[src/rtl/deferred_control.sv]
// Batches per-cycle difftest step counts into one checker request every
// FETCH_INTERVAL cycles and turns the checker's verdict into a result code.
module deferred_control #(
   parameter int STEP_WIDTH     = 8,
   parameter int ACC_WIDTH      = 32,
   parameter int FETCH_INTERVAL = 16
) (
   input  logic                  clock,
   input  logic                  reset,
   input  logic [STEP_WIDTH-1:0] step,
   output logic [7:0]            simv_result,
   output logic                  req_valid,
   output logic [ACC_WIDTH-1:0]  req_nstep,
   input  logic                  req_ready,
   input  logic                  rsp_valid,
   input  logic [7:0]            rsp_code
);

   localparam int TIMER_W = $clog2(FETCH_INTERVAL);
   localparam int SUM_W   = ACC_WIDTH + 1;
   localparam logic [TIMER_W-1:0] TIMER_LAST = TIMER_W'(FETCH_INTERVAL - 1);
   localparam logic [7:0] RES_RUN  = 8'd0;
   localparam logic [7:0] RES_DONE = 8'd1;
   localparam logic [7:0] RES_FAIL = 8'd2;

   typedef enum logic [1:0] {IDLE, REQ, WAIT, FAILED} state_t;

   state_t               state;
   logic [TIMER_W-1:0]   timer;
   logic [ACC_WIDTH-1:0] acc;
   logic [ACC_WIDTH-1:0] acc_next;
   logic                 tick;

   // Unsigned add that pins at all-ones instead of wrapping.
   function automatic logic [ACC_WIDTH-1:0] sat_add(input logic [ACC_WIDTH-1:0] a,
                                                    input logic [STEP_WIDTH-1:0] b);
      logic [SUM_W-1:0] sum;
      sum = {1'b0, a} + SUM_W'(b);
      return sum[ACC_WIDTH] ? '1 : sum[ACC_WIDTH-1:0];
   endfunction

   always_comb begin
      acc_next = sat_add(acc, step);
      tick     = (timer == TIMER_LAST);
   end

   always_ff @(posedge clock) begin
      if (reset) begin
         state       <= IDLE;
         timer       <= '0;
         acc         <= '0;
         req_valid   <= 1'b0;
         req_nstep   <= '0;
         simv_result <= RES_RUN;
      end else begin
         // DONE is a one-cycle pulse; a new verdict below may override this.
         if (simv_result == RES_DONE)
            simv_result <= RES_RUN;
         if (state != FAILED)
            timer <= tick ? '0 : timer + TIMER_W'(1);

         unique case (state)
            IDLE: begin
               if (tick && (acc_next != '0)) begin
                  req_nstep <= acc_next;
                  acc       <= '0;
                  req_valid <= 1'b1;
                  state     <= REQ;
               end else begin
                  acc <= acc_next;
               end
            end
            REQ: begin
               acc <= acc_next;
               if (req_ready) begin
                  req_valid <= 1'b0;
                  state     <= WAIT;
               end
            end
            WAIT: begin
               acc <= acc_next;
               if (rsp_valid) begin
                  if (rsp_code == RES_RUN) begin
                     state <= IDLE;
                  end else if (rsp_code == RES_DONE) begin
                     simv_result <= RES_DONE;
                     state       <= IDLE;
                  end else begin
                     simv_result <= RES_FAIL;
                     state       <= FAILED;
                  end
               end
            end
            default: ;  // FAILED: everything frozen until reset
         endcase
      end
   end

endmodule

[config.mk]
export PLATFORM = sky130hd
export DESIGN_NAME = deferred_control
export DESIGN_NICKNAME = d
export VERILOG_FILES = /design/src/rtl/deferred_control.sv
export SDC_FILE = /design/constraint.sdc
export NUM_CORES = 1
export LEC_CHECK = 0
export BUFFER_PORTS_ARGS = -buffer_cell sky130_fd_sc_hd__buf_2
export CORE_UTILIZATION = 53
export CTS_CLUSTER_SIZE = 8
export DETAILED_ROUTE_END_ITERATION = 10
export GPL_ROUTABILITY_DRIVEN = 0
export PLACE_DENSITY = 0.76
export SLEW_MARGIN = 20
export SYNTH_ARGS = -nofsm -noshare
export SYNTH_HDL_FRONTEND = slang
export SYNTH_SLANG_ARGS = --single-unit
[constraint.sdc]
create_clock -name clock -period 7.9 [get_ports clock]
set_input_delay 1.975 -clock clock [delete_from_list [all_inputs] [get_ports clock]]
set_output_delay 1.975 -clock clock [all_outputs]
set_load 0.01 [all_outputs]
==> results of run 1 <==
metal layers:
| layer | global-route usage [%] | vias up | share of wire [%] |
|---|---|---|---|
| li1 | - | 2156 | - |
| met1 | 36.5 | 2046 | 46 |
| met2 | 40.0 | 217 | 43 |
| met3 | 4.22 | 33 | 8.2 |
| met4 | 12.2 | 0 | 3.0 |
| met5 | 0 | - | 0 |
cell families (layout without fill, tap and decap cells):
family / after synthesis / after routing
AOI/OAI and AO/OA: 124 / 124
xor gates and xnor gates: 22 / 22
adders and majority gates: 14 / 14
buffers and inverters: 45 / 94
DFF: 79 / 79
muxes: 40 / 40
and+or+nand+nor: 238 / 238
cell type report:
type	count	area (um2)	area share (%)
multi-input combinational	438	3060	57.2
sequential	79	1580	29.6
timing repair buffer	66	345	6.46
tap	108	135	2.53
clock buffer	11	131	2.46
inverter	13	48.8	0.912
clock inverter	4	47.5	0.889
registers in the layout, indices dropped and copies added, names as in the netlist:
register / cells
timer: 4
state: 2
req_valid: 1
acc: 32
req_nstep: 32
simv_result: 8
report_power, final:
part | switching, mW | internal (mW) | leakage (nW)
logic | 0.199 | 0.101 | 1.44
clock network | 0.145 | 0.144 | 0.0892
registers | 0.0174 | 0.417 | 0.639
total | 0.361 | 0.662 | 2.17
cells in the final DEF (no fill, tap or decap), drive strengths merged, types with 6 or more instances in the layout:
master and instances:
a211oi 7, nor3 8, nor2 50, nor4 9, nand3 18, o21ai 19
a32o 7, clkbuf 11, o31ai 14, ha 13, o211ai 10, or2 6
inv 13, nand4 12, xnor2 14, dfxtp 79, mux2 15, nand2 76
a31oi 6, and2 8, xor2 8, buf 66, a22oi 6, nor2b 13
and3 12, a21oi 24, mux2i 25
path summary, 6_finish.rpt:
check | start | to | slack (ns) | cells past startpoint
worst min-delay path | req_nstep[23] | req_nstep[23] | 0.46 | 2
worst max register to register | acc[17] | req_nstep[7] | 3.59 | 9
worst min register to register | req_nstep[23] | req_nstep[23] | 0.46 | 2
worst max-delay path | step[0] | req_nstep[8] | 2.38 | 11
per-stage QoR:
step | cells | util, %
after floorplan | 562 | -
after detailed placement | 704 | 58.7
final | 719 | 60.7
after global routing | 719 | 60.7
after CTS | 719 | 60.7
after global placement | 704 | 58.7
tightest hold or removal path: stages, from the launching register on:
cell	delay, ns
dfxtp_1	0.31
nand2_1	0.05
mux2i_1	0.05
==> impl_metrics.json, run 1 <==
{
  "fin_crit_sh_pct": 69.9,
  "fill_cells": 823,
  "violations": "DRC",
  "yosysTopAreaCell": "dfxtp_1",
  "antenna_cells": 0,
  "rsz0062_at_grt": "no",
  "cp.required_ns": 8.14,
  "globalRoute.totalOverflow": 0,
  "crit_buf_inv": 1,
  "clk_latency_ns": 0.35,
  "yosysMostFrequentCell": "dfxtp_1",
  "tns_ns": 0,
  "synth_common_cells": "79 x dfxtp_1, 76 x nand2_1, 48 x nor2_1",
  "synthAdderAreaFrac_pct": 3.75,
  "grt_usage_pct": 26.3,
  "critPathLaunchType": "input port",
  "slew_headroom_pct": 41.6,
  "antenna_found_initial": 0,
  "drive_above_1_share_pct": 20.8,
  "synth_top_family_by_area": "simple AND/OR/NAND/NOR gates",
  "post-route-min-period_ns": 5.52,
  "min_path_type": "reg2reg",
  "grt_first_pass_wirelength_um": 20300,
  "hpwl_um": 8820,
  "seq_area_frac_synth_pct": 32.4,
  "viasPerCell": 6.19,
  "syn-num-nets": 596,
  "cts_made_buffers": 9,
  "start_util_pct": 55.4,
  "cp_top_family": "simple AND/OR/NAND/NOR gates",
  "synth_cell_types": 81,
  "rows": 34,
  "synth_area_um2": 4880,
  "detail_route.wl_per_cell_um": 17.0,
  "grt_start_max_net_pins": 51,
  "max_stage_delay_ns": 0.62,
  "pre_cts_ws_ns": 2.08,
  "synth_edf_count": 0,
  "io_buffers": 60,
  "synth_xor_area_share_pct": 3.95,
  "cts_sinks": 79,
  "path_class": "in2reg",
  "pin_count": 61,
  "route.detailed.drc": 7,
  "yosysWarnings": 0,
  "drt_iter0_drc": 497,
  "fin_nets": 641,
  "whs_ns": 0.458,
  "die_height_um": 97.9,
  "cp_cell_sequence": "buf_2 > ha_1 > fa_1 > a211oi_1 > o211a_2 > nor4_4 > nor2_1 > nor4bb_1 > nand4_1 > o311ai_4 > mux2_4",
  "hold_buffers": 0,
  "fin_ws_ns": 2.38,
  "max_freq_mhz": 181,
  "vias": 4452,
  "synth_area_per_cell_um2": 8.68,
  "yosys-mux-area-fraction_pct": 9.13,
  "cts_setup_buffers": 0,
  "area_growth_pct": 9.65,
  "synth_area_leaders": "dfxtp_1 32%, nand2_1 5.8%, mux2i_1 5.1%",
  "yosys_most_used_dff": "dfxtp_1",
  "ant_nets": 0,
  "fin_worst_skew_ns": 0.0109,
  "dr.pass1.iters": 8,
  "ctsHtreeMaxLevel": 3,
  "maxSlewViolCount": 0,
  "path_max_fanout": 12,
  "p_total_mw": 1.02,
  "crit_slowest_cell": "o311ai_4",
  "synthCells": 562,
  "routed_wl_um": 12200,
  "yosys.area_share.simple_pct": 26.0,
  "ctsRootBufferMaster": "clkbuf_8",
  "place_area_um2": 5170,
  "worst_pin_slew_ns": 0.869,
  "core_um2": 8810,
  "netlist.area_leader.share_pct": 32.4,
  "clk_pin_slew_ns": 0.08,
  "ys_ff_latch": 79,
  "drv_cap": 0,
  "fp.dieArea_um2": 9590,
  "synth_compound_area_share_pct": 19.9,
  "status": "finished with violations",
  "cts_resized": 0,
  "powerDensity_nw_per_um2": 191,
  "clk_path_buf_depth": 2,
  "end_kind": "register",
  "vdd_ir_drop_max_mv": 0.0821,
  "ys_async_sr_fraction_pct": 0,
  "crit_arrival_ns": 5.76,
  "p_leak_nw": 2.17,
  "first_global_vias": 4176,
  "chipWidth_um": 97.9,
  "finalHoldViolCount": 0,
  "design_area_um2": 5350,
  "cts_tree": "built",
  "setup-violations-final": 0
}
Note: power is estimated with default switching activity, not from simulation.
==> inputs of run 2 (changes only) <==
--- a/config.mk
+++ b/config.mk
@@ -10,7 +10,7 @@
 export CTS_CLUSTER_SIZE = 8
 export DETAILED_ROUTE_END_ITERATION = 10
 export GPL_ROUTABILITY_DRIVEN = 0
-export PLACE_DENSITY = 0.76
+export PLACE_DENSITY = 0.79
 export SLEW_MARGIN = 20
 export SYNTH_ARGS = -nofsm -noshare
 export SYNTH_HDL_FRONTEND = slang
==> constraint.sdc (replaced) <==
create_clock -name clock -period 4.9 [get_ports clock]
set_input_delay 1.225 -clock clock [delete_from_list [all_inputs] [get_ports clock]]
set_output_delay 1.225 -clock clock [all_outputs]
set_load 0.01 [all_outputs]
==> run 2 against run 1 <==
  * The run still ends with DRC left
  * Global-route usage is 1.2 points higher
  * Core utilization increased by 1.2 points
  * Non-clock buffer count increased by 10
  * Final cell count rose by 1.4%
  * Hold slack better by 0.0017 ns
  * Sequential share of layout area fell by 0.58 points
  * First-iteration DRC count stayed put
  * Die area unchanged
  * Sequential power increased by 61%
  * Clock skew up 0.0077 ns
  * Combinational power up 63%
  * Total power is 63% higher
  * Critical endpoint is now req_nstep[19]
  * Largest cell class unchanged
==> impl_metrics.json, run 2 (synthesis results as in run 1) <==
{
  "status": "finished with violations",
  "violations": "DRC",
  "rrSetupSlack_ns": 1.09,
  "io_buffers": 60,
  "cts_setup_buffers": 0,
  "hpwl_um": 9120,
  "worst_pin_slew_ns": 0.819,
  "routed_wl_um": 12800,
  "final_common_cell": "dfxtp_1",
  "antenna_found_initial": 0,
  "core_um2": 8810,
  "chipWidth_um": 97.9,
  "first_global_vias": 4457,
  "antenna_cells": 0,
  "fin_worst_skew_ns": 0.0186,
  "r2r-end": "req_nstep[19]",
  "vias": 4586,
  "fin_nets": 651,
  "grt_first_pass_wirelength_um": 21200,
  "slew_headroom_pct": 45.2,
  "maxSlewViolCount": 0,
  "rr_startpoint": "acc[0]",
  "fin_crit_sh_pct": 91.4,
  "die_height_um": 97.9,
  "hold_buffers": 0,
  "dr.pass1.iters": 11,
  "whs_ns": 0.460,
  "mostFrequentLayoutCells": "79 x dfxtp_1, 76 x nand2_1, 60 x buf_2",
  "p_sw_share_pct": 35.9,
  "end_kind": "register",
  "p_sw_mw": 0.601,
  "globalRoute.totalOverflow": 0,
  "finalHoldViolCount": 0,
  "viasPerCell": 6.29,
  "drt_iter0_drc": 497,
  "intPower_mw": 1.07,
  "crit_arrival_ns": 4.73,
  "setup-violations-final": 0,
  "powerDensity_nw_per_um2": 307,
  "detail_route.wl_per_cell_um": 17.5,
  "grt_usage_pct": 27.5,
  "cp-startpoint": "step[0]",
  "critPathCapture": "req_nstep[19]",
  "area_growth_pct": 11.9,
  "cts_tree": "built",
  "path_max_fanout": 20,
  "stdcell_count": 729,
  "tns_ns": 0,
  "ant_nets": 0,
  "cts_resized": 0,
  "rows": 34,
  "critPathLaunchType": "input port",
  "largestRegisters": "acc x32, req_nstep x32, simv_result x8",
  "min_path_type": "reg2reg",
  "vdd_ir_drop_max_mv": 0.154,
  "p_seq_share_pct": 41.9,
  "route.detailed.drc": 7,
  "clk_latency_ns": 0.36,
  "start_util_pct": 55.4,
  "fill_cells": 770,
  "cts_sinks": 79,
  "drive_above_1_share_pct": 22.4,
  "drv_cap": 0,
  "ctsRootBufferMaster": "clkbuf_8",
  "grt_start_max_net_pins": 42,
  "post-route-min-period_ns": 4.48,
  "fp.dieArea_um2": 9590,
  "r2r_cells": 12,
  "rsz0062_at_grt": "no",
  "place_inst": 714,
  "clk_pin_slew_ns": 0.08,
  "max_freq_mhz": 223,
  "cp.required_ns": 5.14,
  "cts_made_buffers": 9,
  "pin_count": 61,
  "clk_path_buf_depth": 2,
  "clkPwrFrac_pct": 28.8,
  "ctsHtreeMaxLevel": 3,
  "p_leak_nw": 2.23,
  "power_frac_comb_pct": 29.3,
  "path_class": "in2reg"
}
run 2: cell types whose count changed in the layout (fill, tap and decap cells not counted):
cell / delta
buf_12: +2
buf_4: +8
clkbuf_1: -2
clkinv_2: +1
clkinv_4: +2
clkinvlp_4: -1
run 2: final cells by class:
type,count,area (um2),share of cell area [%]
well taps,108,135,2.48
repair buffers,76,445,8.17
flip-flops and latches,79,1580,29.0
clock buffers,9,124,2.27
clock inverters,6,62.6,1.15
multi-input cells,438,3060,56.1
inverters,13,48.8,0.894
run 2: stage by stage:
| stage | util (%) | instance area [um2] | total power, mW | worst slack, ns |
|---|---|---|---|---|
| 6_report | 61.9 | 5460 | 1.67 | 0.419 |
| 5_1_grt | 61.9 | 5460 | 1.75 | 0.293 |
| 4_1_cts | 61.9 | 5460 | 1.66 | 0.461 |
| 3_5_place_dp | 59.8 | 5270 | 1.19 | 0.104 |
| 3_3_place_gp | 59.8 | 5270 | 1.17 | 0.179 |
| 2_1_floorplan | - | 4880 | 1.09 | 0.310 |
run 2: routing by layer:
| layer | GRT usage [%] | wire length, um | vias to the layer above |
|---|---|---|---|
| met2 | 45.0 | 5740 | 242 |
| met4 | 12.7 | 371 | 0 |
| met1 | 35.5 | 5410 | 2127 |
| met3 | 4.58 | 1230 | 44 |
| met5 | 0 | 0 | - |
| li1 | - | - | 2173 |
run 2: power groups by stage:
stage          Clock (mW)  Sequential (mW)  Combinational, mW
6_report            0.482            0.701              0.489
4_1_cts             0.485            0.700              0.480
5_1_grt             0.514            0.705              0.535
3_3_place_gp            0            0.713              0.461
2_1_floorplan           0            0.707              0.379
3_5_place_dp            0            0.714              0.476
run 2: worst max-delay path, stage by stage:
cell and delay (ns):
buf_2 0.10, ha_1 0.23, fa_1 0.43, a211oi_1 0.35, buf_4 0.18, o211ai_1 0.22, and4_1 0.30, mux2_2 0.32
a2111oi_4 0.38, and4b_2 0.35, a311oi_4 0.13, buf_12 0.20, mux2_4 0.31
run 2: worst min path at each step:
stage | startpoint | cells after the start | end
5_1_grt | req_nstep[30] | 2 | req_nstep[30]
3_5_place_dp | req_nstep[16] | 2 | req_nstep[16]
2_1_floorplan | acc[0] | 2 | acc[0]
6_report | req_nstep[16] | 2 | req_nstep[16]
4_1_cts | req_nstep[16] | 2 | req_nstep[16]
3_3_place_gp | acc[7] | 2 | acc[7]
